===== src/rtl/bus_select_reg_pkg.sv =====
// Shared bus constants: source indices used by the datapath and the control unit.
// Also holds the default bus geometry and a helper for the source-index width.
package bus_select_reg_pkg;

   localparam int BUS_WIDTH = 16;
   localparam int BUS_NSRC  = 11;

   localparam int SRC_DIN  = 0;
   localparam int SRC_R0   = 1;
   localparam int SRC_R1   = 2;
   localparam int SRC_R2   = 3;
   localparam int SRC_R3   = 4;
   localparam int SRC_R4   = 5;
   localparam int SRC_R5   = 6;
   localparam int SRC_R6   = 7;
   localparam int SRC_R7   = 8;
   localparam int SRC_G    = 9;
   localparam int SRC_DOUT = 10;

   // Index width for n sources, never less than one bit.
   function automatic int id_width(input int n);
      return (n > 1) ? $clog2(n) : 1;
   endfunction

endpackage


===== src/rtl/bus_prio_enc.sv =====
// Combinational lowest-index priority encoder over the source drive requests.
// Also reports whether any request is set and whether two or more are set.
module bus_prio_enc
   import bus_select_reg_pkg::*;
#(
   parameter int NSRC = BUS_NSRC,
   parameter int ID_W = id_width(NSRC)
) (
   input  logic [NSRC-1:0] src_en,
   output logic [ID_W-1:0] winner,
   output logic            any_set,
   output logic            multi_set
);

   always_comb begin
      // NOTE: combinational logic uses blocking '=' and assigns a default first,
      // so every path drives winner and no latch is inferred.
      winner = '0;
      for (int i = NSRC - 1; i >= 0; i--) begin
         if (src_en[i]) winner = ID_W'(i);
      end
   end

   assign any_set   = |src_en;
   // Clearing the lowest set bit leaves something only if two or more were set.
   assign multi_set = |(src_en & (src_en - NSRC'(1)));

endmodule


===== src/rtl/bus_select_reg.sv =====
// Registered N-source bus selector with hold, valid flag and contention detection.
// Optional saturating contention counter enabled by defining BUS_CONFLICT_CNT_EN.
module bus_select_reg
   import bus_select_reg_pkg::*;
#(
   parameter int WIDTH = BUS_WIDTH,
   parameter int NSRC  = BUS_NSRC,
   parameter int CNT_W = 8,
   parameter int ID_W  = id_width(NSRC)
) (
   input  logic                  Clock,
   input  logic                  Resetn,
   input  logic [NSRC*WIDTH-1:0] src_data,
   input  logic [NSRC-1:0]       src_en,
   input  logic                  err_clr,
   output logic [WIDTH-1:0]      bus_q,
   output logic                  bus_valid,
   output logic [ID_W-1:0]       src_id,
   output logic                  conflict,
   output logic                  conflict_sticky,
   output logic [CNT_W-1:0]      conflict_cnt
);

   logic [ID_W-1:0]  winner;
   logic             any_set;
   logic             multi_set;
   logic [WIDTH-1:0] sel_data;

   bus_prio_enc #(.NSRC(NSRC), .ID_W(ID_W)) u_prio_enc (
      .src_en    (src_en),
      .winner    (winner),
      .any_set   (any_set),
      .multi_set (multi_set)
   );

   // Constant-index slices keep the mux width-exact for any WIDTH/NSRC.
   always_comb begin
      sel_data = '0;
      for (int i = 0; i < NSRC; i++) begin
         if (winner == ID_W'(i)) sel_data = src_data[i*WIDTH +: WIDTH];
      end
   end

   always_ff @(posedge Clock or negedge Resetn) begin
      // NOTE: sequential state uses non-blocking '<=' so every register
      // samples the pre-edge values regardless of statement order.
      if (!Resetn) begin
         bus_q           <= '0;
         src_id          <= '0;
         bus_valid       <= 1'b0;
         conflict        <= 1'b0;
         conflict_sticky <= 1'b0;
      end else begin
         if (any_set) begin
            bus_q  <= sel_data;
            src_id <= winner;
         end
         bus_valid       <= any_set;
         conflict        <= multi_set;
         conflict_sticky <= multi_set | (conflict_sticky & ~err_clr);
      end
   end

`ifdef BUS_CONFLICT_CNT_EN
   localparam logic [CNT_W-1:0] CNT_MAX = '1;

   always_ff @(posedge Clock or negedge Resetn) begin
      if (!Resetn) begin
         conflict_cnt <= '0;
      end else if (err_clr) begin
         conflict_cnt <= multi_set ? CNT_W'(1) : '0;
      end else if (multi_set && conflict_cnt != CNT_MAX) begin
         conflict_cnt <= conflict_cnt + CNT_W'(1);
      end
   end
`else
   assign conflict_cnt = '0;
`endif

endmodule

===== config.mk =====
export PLATFORM = sky130hd
export DESIGN_NAME = bus_select_reg
export DESIGN_NICKNAME = d
export VERILOG_FILES = /design/src/rtl/bus_select_reg_pkg.sv /design/src/rtl/bus_prio_enc.sv /design/src/rtl/bus_select_reg.sv
export SDC_FILE = /design/constraint.sdc
export NUM_CORES = 1
export LEC_CHECK = 0
export BUFFER_PORTS_ARGS = -buffer_cell sky130_fd_sc_hd__buf_2
export CAP_MARGIN = 25
export CORE_ASPECT_RATIO = 0.5
export CORE_MARGIN = 2
export CORE_UTILIZATION = 44
export DETAILED_ROUTE_END_ITERATION = 12
export HOLD_SLACK_MARGIN = 0.05
export MAX_ROUTING_LAYER = met4
export PLACE_DENSITY = 0.88
export SYNTH_ARGS = -nofsm -noshare
export SYNTH_HDL_FRONTEND = slang
export SYNTH_SLANG_ARGS = --single-unit

===== constraint.sdc =====
create_clock -name Clock -period 1.3 [get_ports Clock]
set_input_delay 0.065 -clock Clock [delete_from_list [all_inputs] [get_ports Clock]]
set_output_delay 0.065 -clock Clock [all_outputs]
set_load 0.01 [all_outputs]

==> results.cfg, run 1 <==
[synthesis]
synthArstFlopShare_pct = 100
yosys.area_share.adder_pct = 1.07
synth-xor-area-share_pct = 0
synthSimpleGateAreaFrac_pct = 21.6
synth.distinct_cells = 59
synth-compound-area-share_pct = 36.3
synth_top_family_by_area = compound AO/OA/AOI/OAI gates
syn_area_um2 = 2810
syn_area_per_cell_um2 = 7.56
synth-edff-count = 0
synth.mux.area_fraction_pct = 11.8
yosys_register_bits = 23
yosys_warnings = 0
ys_seq_area_share_pct = 20.5
syn_inst = 372
synth_flop_cell = dfrtp_1

[placement]
gp_congestion = 0.980
io_buffers = 212
place.detailed.hpwl_um = 10800
preCtsSetupSlack_ps = -994
dpl-instance-area_um2 = 4650

[global_route]
grt_usage_pct = 72.2
grt_max_degree = 24
antenna_found_initial = 3
grt_remaining_overflow = 16

[status]
outcome = stopped before the end
lastStage = global routing
stop_error = [ERROR GRT-0232] Routing congestion too high. Check the congestion heatmap in the GUI.

[die]
start_util_pct = 45.9
dieHeight_um = 60.5
chipWidth_um = 117
boundaryPins = 221
std_cell_rows = 20

[clock_tree]
htree_levels = 1
clockRootBuffer = clkbuf_16
cts.sink_count = 23
cts_buffers = 3
cts_buffer_depth = 2

[sta]
worstEndpointType = register data pin
postGrtWorstEndpoint = bus_q[3]$_DFFE_PN0P_/D
## cells in the mapped netlist (2+ instances only)
| cell | instances | area [µm²] |
|---|---|---|
| o21ai_0 | 20 | 100 |
| or3_1 | 2 | 12.5 |
| o221a_2 | 2 | 22.5 |
| o221ai_1 | 9 | 78.8 |
| nand3_1 | 18 | 90.1 |
| buf_6 | 2 | 22.5 |
| a31oi_1 | 10 | 62.6 |
| o31ai_1 | 2 | 15.0 |
| o211ai_1 | 5 | 37.5 |
| or4_1 | 2 | 15.0 |
| nand2_1 | 33 | 124 |
| o22a_1 | 9 | 78.8 |
| o22ai_1 | 19 | 119 |
| o32ai_1 | 2 | 17.5 |
| o2bb2ai_1 | 3 | 26.3 |
| mux2i_1 | 32 | 320 |
| nor2_1 | 33 | 124 |
| nand4_1 | 3 | 18.8 |
| maj3_1 | 3 | 30.0 |
| a211o_1 | 2 | 17.5 |
| clkbuf_1 | 8 | 30.0 |
| a221oi_1 | 5 | 43.8 |
| nor2_2 | 2 | 12.5 |
| buf_1 | 2 | 7.51 |
| a211oi_1 | 9 | 67.6 |
| inv_1 | 7 | 26.3 |
| or2_2 | 2 | 12.5 |
| o2111ai_1 | 5 | 43.8 |
| nor4_1 | 9 | 56.3 |
| buf_2 | 15 | 75.1 |
| a21o_1 | 2 | 15.0 |
| a21oi_1 | 25 | 125 |
| nor3_1 | 10 | 50.1 |
| nor3b_1 | 3 | 22.5 |
| buf_4 | 11 | 82.6 |
| dfrtp_1 | 23 | 576 |
## cells by family after synthesis
group | count (synthesis)
other cells | 1
simple gates | 124
buf+inv | 45
flops | 23
compound gates | 143
mux | 33
fa+ha+maj | 3
## per-stage QoR
step,util [%],TNS (ps),std cells,hold WS [ps]
CTS,84.2,-7280,748,73.7
detailed placement,75.8,-14940,729,101
global placement,75.8,-13290,729,94.4
floorplan,-,-9290,379,-231
## repair_timing
action                                  in CTS
cloned                                       2
endpoints found under the setup margin      19
hold buffers                                 3
buffers inserted                            10
pin swaps                                   24
endpoints found under the hold margin       25
gates resized for setup                     65
## metal layers
layer / overflow / global-route usage, %
met1: 1 / 70.3
met2: 8 / 89.9
met3: 0 / 57.0
met4: 7 / 66.9
met5: - / -
==> run 2, diff against run 1 <==
--- a/config.mk
+++ b/config.mk
@@ -7,13 +7,10 @@
 export LEC_CHECK = 0
 export BUFFER_PORTS_ARGS = -buffer_cell sky130_fd_sc_hd__buf_2
 export CAP_MARGIN = 25
-export CORE_ASPECT_RATIO = 0.5
 export CORE_MARGIN = 2
-export CORE_UTILIZATION = 44
+export CORE_UTILIZATION = 40
 export DETAILED_ROUTE_END_ITERATION = 12
-export HOLD_SLACK_MARGIN = 0.05
-export MAX_ROUTING_LAYER = met4
-export PLACE_DENSITY = 0.88
+export PLACE_DENSITY_LB_ADDON = 0.15
 export SYNTH_ARGS = -nofsm -noshare
 export SYNTH_HDL_FRONTEND = slang
 export SYNTH_SLANG_ARGS = --single-unit
==> run 2 against run 1 <==
  * Synthesized area is the same
  * The flow now finishes, with violations (setup timing)
  * Synthesized cell count did not move
==> results.cfg, run 2 <==
[layout]
max_flop_register = bus_q
largest_registers = bus_q x16, src_id x4
fin_cells = 776
syn_to_final_growth_pct = 89.9
most-common-layout-cells = 209 x buf_2, 96 x buf_4, 26 x mux2i_1, 26 x nand2_1, 25 x nor2_1
layout_commonest_cell = buf_2
antenna_cells = 0
finalNetCount = 871
postLayoutCellArea_um2 = 5340
largest_reg_flops = 16
drive_above_1_share_pct = 60.1

[die]
dieHeight_um = 87.8
chipWidth_um = 87.8
std_cell_rows = 30
start_util_pct = 41.4
die-area_um2 = 7710
boundaryPins = 221
core_um2 = 6790

[drt]
final_antenna_net_count = 0
wirelength_um = 14500
drt-pass1-iter-count = 5
drt_iter0_markers = 483
vias_per_cell = 5.97
avgRoutedWirePerCell_um = 18.6
num_vias = 4630
drt_drc_violations_left = 0

[synthesis]
synth-edff-count = 0
synth_flop_cell = dfrtp_1
synthArstFlopShare_pct = 100
ys_seq_area_share_pct = 20.5
syn_area_um2 = 2810
syn_inst = 372
synth_top_cell_area_share_pct = 20.5
synth.distinct_cells = 59
synth_top_cell_by_area = dfrtp_1
synth_commonest_cells = 33 x nand2_1, 33 x nor2_1, 32 x mux2i_1
yosys_register_bits = 23
synth_area_leaders = dfrtp_1 20%, mux2i_1 11%, a21oi_1 4.5%
syn_area_per_cell_um2 = 7.56
yosys_warnings = 0

[power]
p_int_w = 0.00175
p_comb_share_pct = 51.8
p_leak_nw = 2.55
clockPowerShare_pct = 18.2
p_switching_w = 0.00103
power-per-cell-area_nw_per_um2 = 521
worst_ir_drop_vdd_mv = 0.384
swShare_pct = 36.9
power_frac_seq_pct = 30.0

[sta]
period_share_pct = 139
fmax_ghz = 0.553
worst_slew_pin_slew_ps = 656
worst_slack_ps = -508
maxSlewViolCount = 0
finalCriticalPeriod_ps = 1810
slew_headroom_pct = 56.3
fin_skew_ps = 0
finalHoldViolations = 0
rsz0062_at_grt = true
setup_violations = 18

[global_route]
grt_usage_pct = 33.8
grt_use_met3_pct = 5.18
grt_first_pass_wirelength_um = 20500
grt_max_degree = 24
gr-usage-met2_pct = 57.9
grt-busiest-layer = met2
antenna_found_initial = 0
grt_remaining_overflow = 0
grt_pass1_vias = 4264
grtUsageMet1_pct = 43.2

[placement]
gp_congestion = 0.923
io_buffers = 212
dpl-instance-area_um2 = 4730
place.detailed.hpwl_um = 11000
dp_cells = 750

[setup_path]
max_stage_delay_ps = 550
crit_type = in -> reg
crit_slowest_cell = or4_4
crit_family = compound AO/OA/AOI/OAI gates
cp-start-kind = input port
cp_data_arrival_time_ps = 1960
end_kind = flop
path_max_fanout = 6
timing.critical_path.cells = buf_8, or4_4, o221a_4, a311o_1, o22ai_2, a21oi_2, a211oi_2, o21ai_1
crit_buf_inv = 1
crit_required_ps = 1460

[flow_run]
max_cap_violations = 0

[clock_tree]
cts_buffers = 3
cts_buffer_depth = 2
cts.sink_count = 23
clockRootBuffer = clkbuf_8
clock_latency_ps = 280
clk_pin_slew_ps = 100
htree_levels = 1
cts_tree = built

[worst_hold_path]
hold_path.class = in -> reg

[status]
violations = setup timing
outcome = complete, but fails checks
run 2: cell counts after synthesis:
No cell type changed its count.
run 2: timing repair:
item	in CTS	in global routing
buffers inserted	8	15
setup endpoints to repair	21	22
pin swaps	22	17
hold buffers	1	0
hold endpoints to repair	23	0
resized for setup	35	55
run 2: layout make-up:
class | instances | area (µm²)
timing repair buffer | 335 | 2190
fill | 496 | 1460
multi-input combinational | 311 | 2380
clock buffer | 4 | 45.0
tap | 96 | 120
inverter | 7 | 26.3
sequential | 23 | 576
run 2: worst min-delay path, cell delays in order:
cell	delay [ps]
buf_2	80
o2bb2ai_1	60
nand3_1	70
run 2: metal layers:
metal  part of all wire [%]  vias to the layer above
li1                       -                     2061
met1                     38                     2145
met2                     48                      370
met3                     11                       54
met4                    3.1                        0
met5                      0                        -
run 2: kinds of logic after synthesis:
group	Yosys count	synth area share, %
buffers and inverters	45	8.68
multiplexers	33	11.8
adder cells (fa/ha/maj)	3	1.07
flip-flops	23	20.5
other	1	0.133
AND/OR/NAND/NOR	124	21.6
AO/OA/AOI/OAI	143	36.3
run 2: power groups by stage:
stage	Clock (W)	Sequential [W]	Combinational, W
floorplan	0	0.000878	0.000536
global placement	0	0.000846	0.00121
detailed placement	0	0.000848	0.00123
CTS	0.000496	0.000833	0.00130
global route	0.000532	0.000844	0.00153
finish	0.000507	0.000834	0.00144
run 2: path summary, 6_finish.rpt:
kind / startpoint / end / slack (ps) / depth (start not counted)
setup / recovery: src_en[6] / bus_q[15] / -510 / 8
hold / removal: src_data[169] / bus_q[9] / 30 / 3
setup reg to reg: bus_q[0] / bus_q[0] / 320 / 3
hold reg to reg: src_id[2] / src_id[2] / 480 / 2
max in group asynchronous: Resetn / bus_q[10] / 530 / 2
min in group asynchronous: Resetn / bus_valid / 350 / 2
run 2: stage by stage:
| stage | hold WS (ps) | TNS [ps] | utilization [%] | worst slack (ps) | power (W) |
|---|---|---|---|---|---|
| 6_report | 25.5 | -7770 | 78.6 | -508 | 0.00278 |
| 5_1_grt | 35.7 | -8770 | 78.6 | -601 | 0.00291 |
| 4_1_cts | 29.0 | -7150 | 73.6 | -485 | 0.00262 |
| 3_5_place_dp | 109 | -14560 | 69.6 | -849 | 0.00208 |
| 3_3_place_gp | 93.9 | -13420 | 69.6 | -803 | 0.00205 |
| 2_1_floorplan | -231 | -9290 | - | -595 | 0.00141 |
Power figures use the tool's default switching activity.
==> run 3, diff against run 2 <==
--- a/config.mk
+++ b/config.mk
@@ -10,7 +10,7 @@
 export CORE_MARGIN = 2
 export CORE_UTILIZATION = 40
 export DETAILED_ROUTE_END_ITERATION = 12
-export PLACE_DENSITY_LB_ADDON = 0.15
+export PLACE_DENSITY = 0.86
 export SYNTH_ARGS = -nofsm -noshare
 export SYNTH_HDL_FRONTEND = slang
 export SYNTH_SLANG_ARGS = --single-unit
==> run 3 against run 2 <==
  * The flow still finishes with violations (setup timing)
  * Global-route usage is 4.1 points higher
  * Critical endpoint unchanged
  * Fmax is 5.0% lower
  * Clock skew stayed put
  * Largest power group unchanged
  * Sequential share of layout area is 0.55 points lower
  * Hold slack worse by 14 ps
  * Combinational power is 12% higher
==> results.cfg, run 3 (synthesized netlist as in run 2, its figures left out) <==
[drt]
avgRoutedWirePerCell_um = 22.7
vias_per_cell = 6.54
wirelength_um = 17800
drt_iter0_markers = 687
drt-pass1-iter-count = 6
final_antenna_net_count = 0
num_vias = 5132
drt_drc_violations_left = 0

[clock_tree]
cts_buffer_depth = 2
htree_levels = 1
clock_latency_ps = 280
clk_pin_slew_ps = 110
cts_tree = built
cts.sink_count = 23
clockRootBuffer = clkbuf_8
cts_buffers = 3

[global_route]
antenna_found_initial = 0
grt_usage_pct = 37.9
grt_remaining_overflow = 0
grt_pass1_vias = 4527
grt_max_degree = 24
grt_first_pass_wirelength_um = 22600

[worst_hold_path]
hold_depth = 3
hold_path.class = in -> reg

[layout]
antenna_cells = 0
drive_above_1_share_pct = 63.6
finalNetCount = 880
largest_registers = bus_q x16, src_id x4
fillCellCount = 404
most-common-layout-cells = 207 x buf_2, 99 x buf_4, 28 x mux2i_1, 28 x buf_6, 27 x nor2_1
layout_commonest_cell = buf_2
syn_to_final_growth_pct = 100
largest_reg_flops = 16
max_flop_register = bus_q
postLayoutCellArea_um2 = 5620

[die]
die-area_um2 = 7710
std_cell_rows = 30
start_util_pct = 41.4
boundaryPins = 221
chipWidth_um = 87.8
dieHeight_um = 87.8
core_um2 = 6790

[placement]
gp_congestion = 1.03
dpl-instance-area_um2 = 4700
io_buffers = 212
preCtsSetupSlack_ps = -969
place.detailed.hpwl_um = 11700

[setup_path]
rr_worst_depth = 2
crit_required_ps = 1450
cp_data_arrival_time_ps = 2050
path_max_fanout = 6
crit_type = in -> reg
end_kind = flop
cp-start-kind = input port

[power]
p_leak_nw = 2.64
p_total_w = 0.00299
power-per-cell-area_nw_per_um2 = 531
worst_ir_drop_vdd_mv = 0.353

[sta]
slew_headroom_pct = 55.6
finalCriticalPeriod_ps = 1900
worst_slew_pin_slew_ps = 666
worst_slack_ps = -603
finalHoldViolations = 0
maxSlewViolCount = 0
fin_skew_ps = 0
setup_violations = 18
rsz0062_at_grt = true
fmax_ghz = 0.526
period_share_pct = 146

[flow_run]
max_cap_violations = 0

[status]
violations = setup timing
outcome = complete, but fails checks
==> run 3: worst paths after layout <==
kind	to	slack, ps	startpoint
max	bus_q[15]	-600	src_en[9]
min	bus_q[4]	10	src_data[164]
max reg2reg	bus_q[15]	230	bus_q[15]
min reg2reg	src_id[1]	480	src_id[1]
max in group asynchronous	bus_q[3]	540	Resetn
min in group asynchronous	bus_q[5]	340	Resetn
==> run 3: power breakdown <==
| part | switching, W | total [W] | internal (W) |
|---|---|---|---|
| clock network | 0.000305 | 0.000527 | 0.000221 |
| registers | 0.0000546 | 0.000844 | 0.000789 |
| logic | 0.000824 | 0.00162 | 0.000792 |
| total | 0.00118 | 0.00299 | 0.00180 |
==> run 3: per-layer routing <==
metal	wire, µm	vias to the layer above	track usage, %
met3	2380	165	6.88
met2	7930	578	62.1
met4	1380	0	17.6
met1	6090	2300	48.3
met5	0	-	0
li1	-	2089	-
==> run 3: worst max-delay path, stage by stage <==
cell and delay [ps]:
buf_2 120, buf_4 140, nor3b_2 200, buf_4 170, o221a_4 250, buf_6 150
nand4_1 240, o22ai_2 260, a21oi_2 80, a211oi_2 230, o21ai_1 150
==> run 3: area by class of cell <==
type                    count  area [µm²]  share of cell area, %
clock buffers               4        45.0                  0.801
repair buffers            344        2270                   40.4
flip-flops and latches     23         576                   10.2
multi-input cells         311        2590                   46.0
inverters                   7        26.3                  0.467
well taps                  96         120                   2.14
==> run 3: per-stage QoR <==
| stage | util, % | TNS, ps | hold WS, ps | instances |
|---|---|---|---|---|
| 6_report | 82.8 | -8410 | 11.4 | 785 |
| 5_1_grt | 82.8 | -9230 | 29.7 | 785 |
| 4_1_cts | 76.4 | -7100 | 24.2 | 776 |
| 3_5_place_dp | 69.1 | -15560 | 110 | 752 |
| 3_3_place_gp | 69.1 | -15110 | 96.3 | 752 |
| 2_1_floorplan | - | -9290 | -231 | 379 |
==> run 3: repair_timing <==
action | 4_1_cts | 5_1_grt
gates cloned | 0 | 1
endpoints found under the setup margin | 21 | 22
endpoints found under the hold margin | 23 | 0
buffers inserted | 20 | 8
hold buffers | 1 | 0
pin swaps | 37 | 28
gates resized for setup | 65 | 73
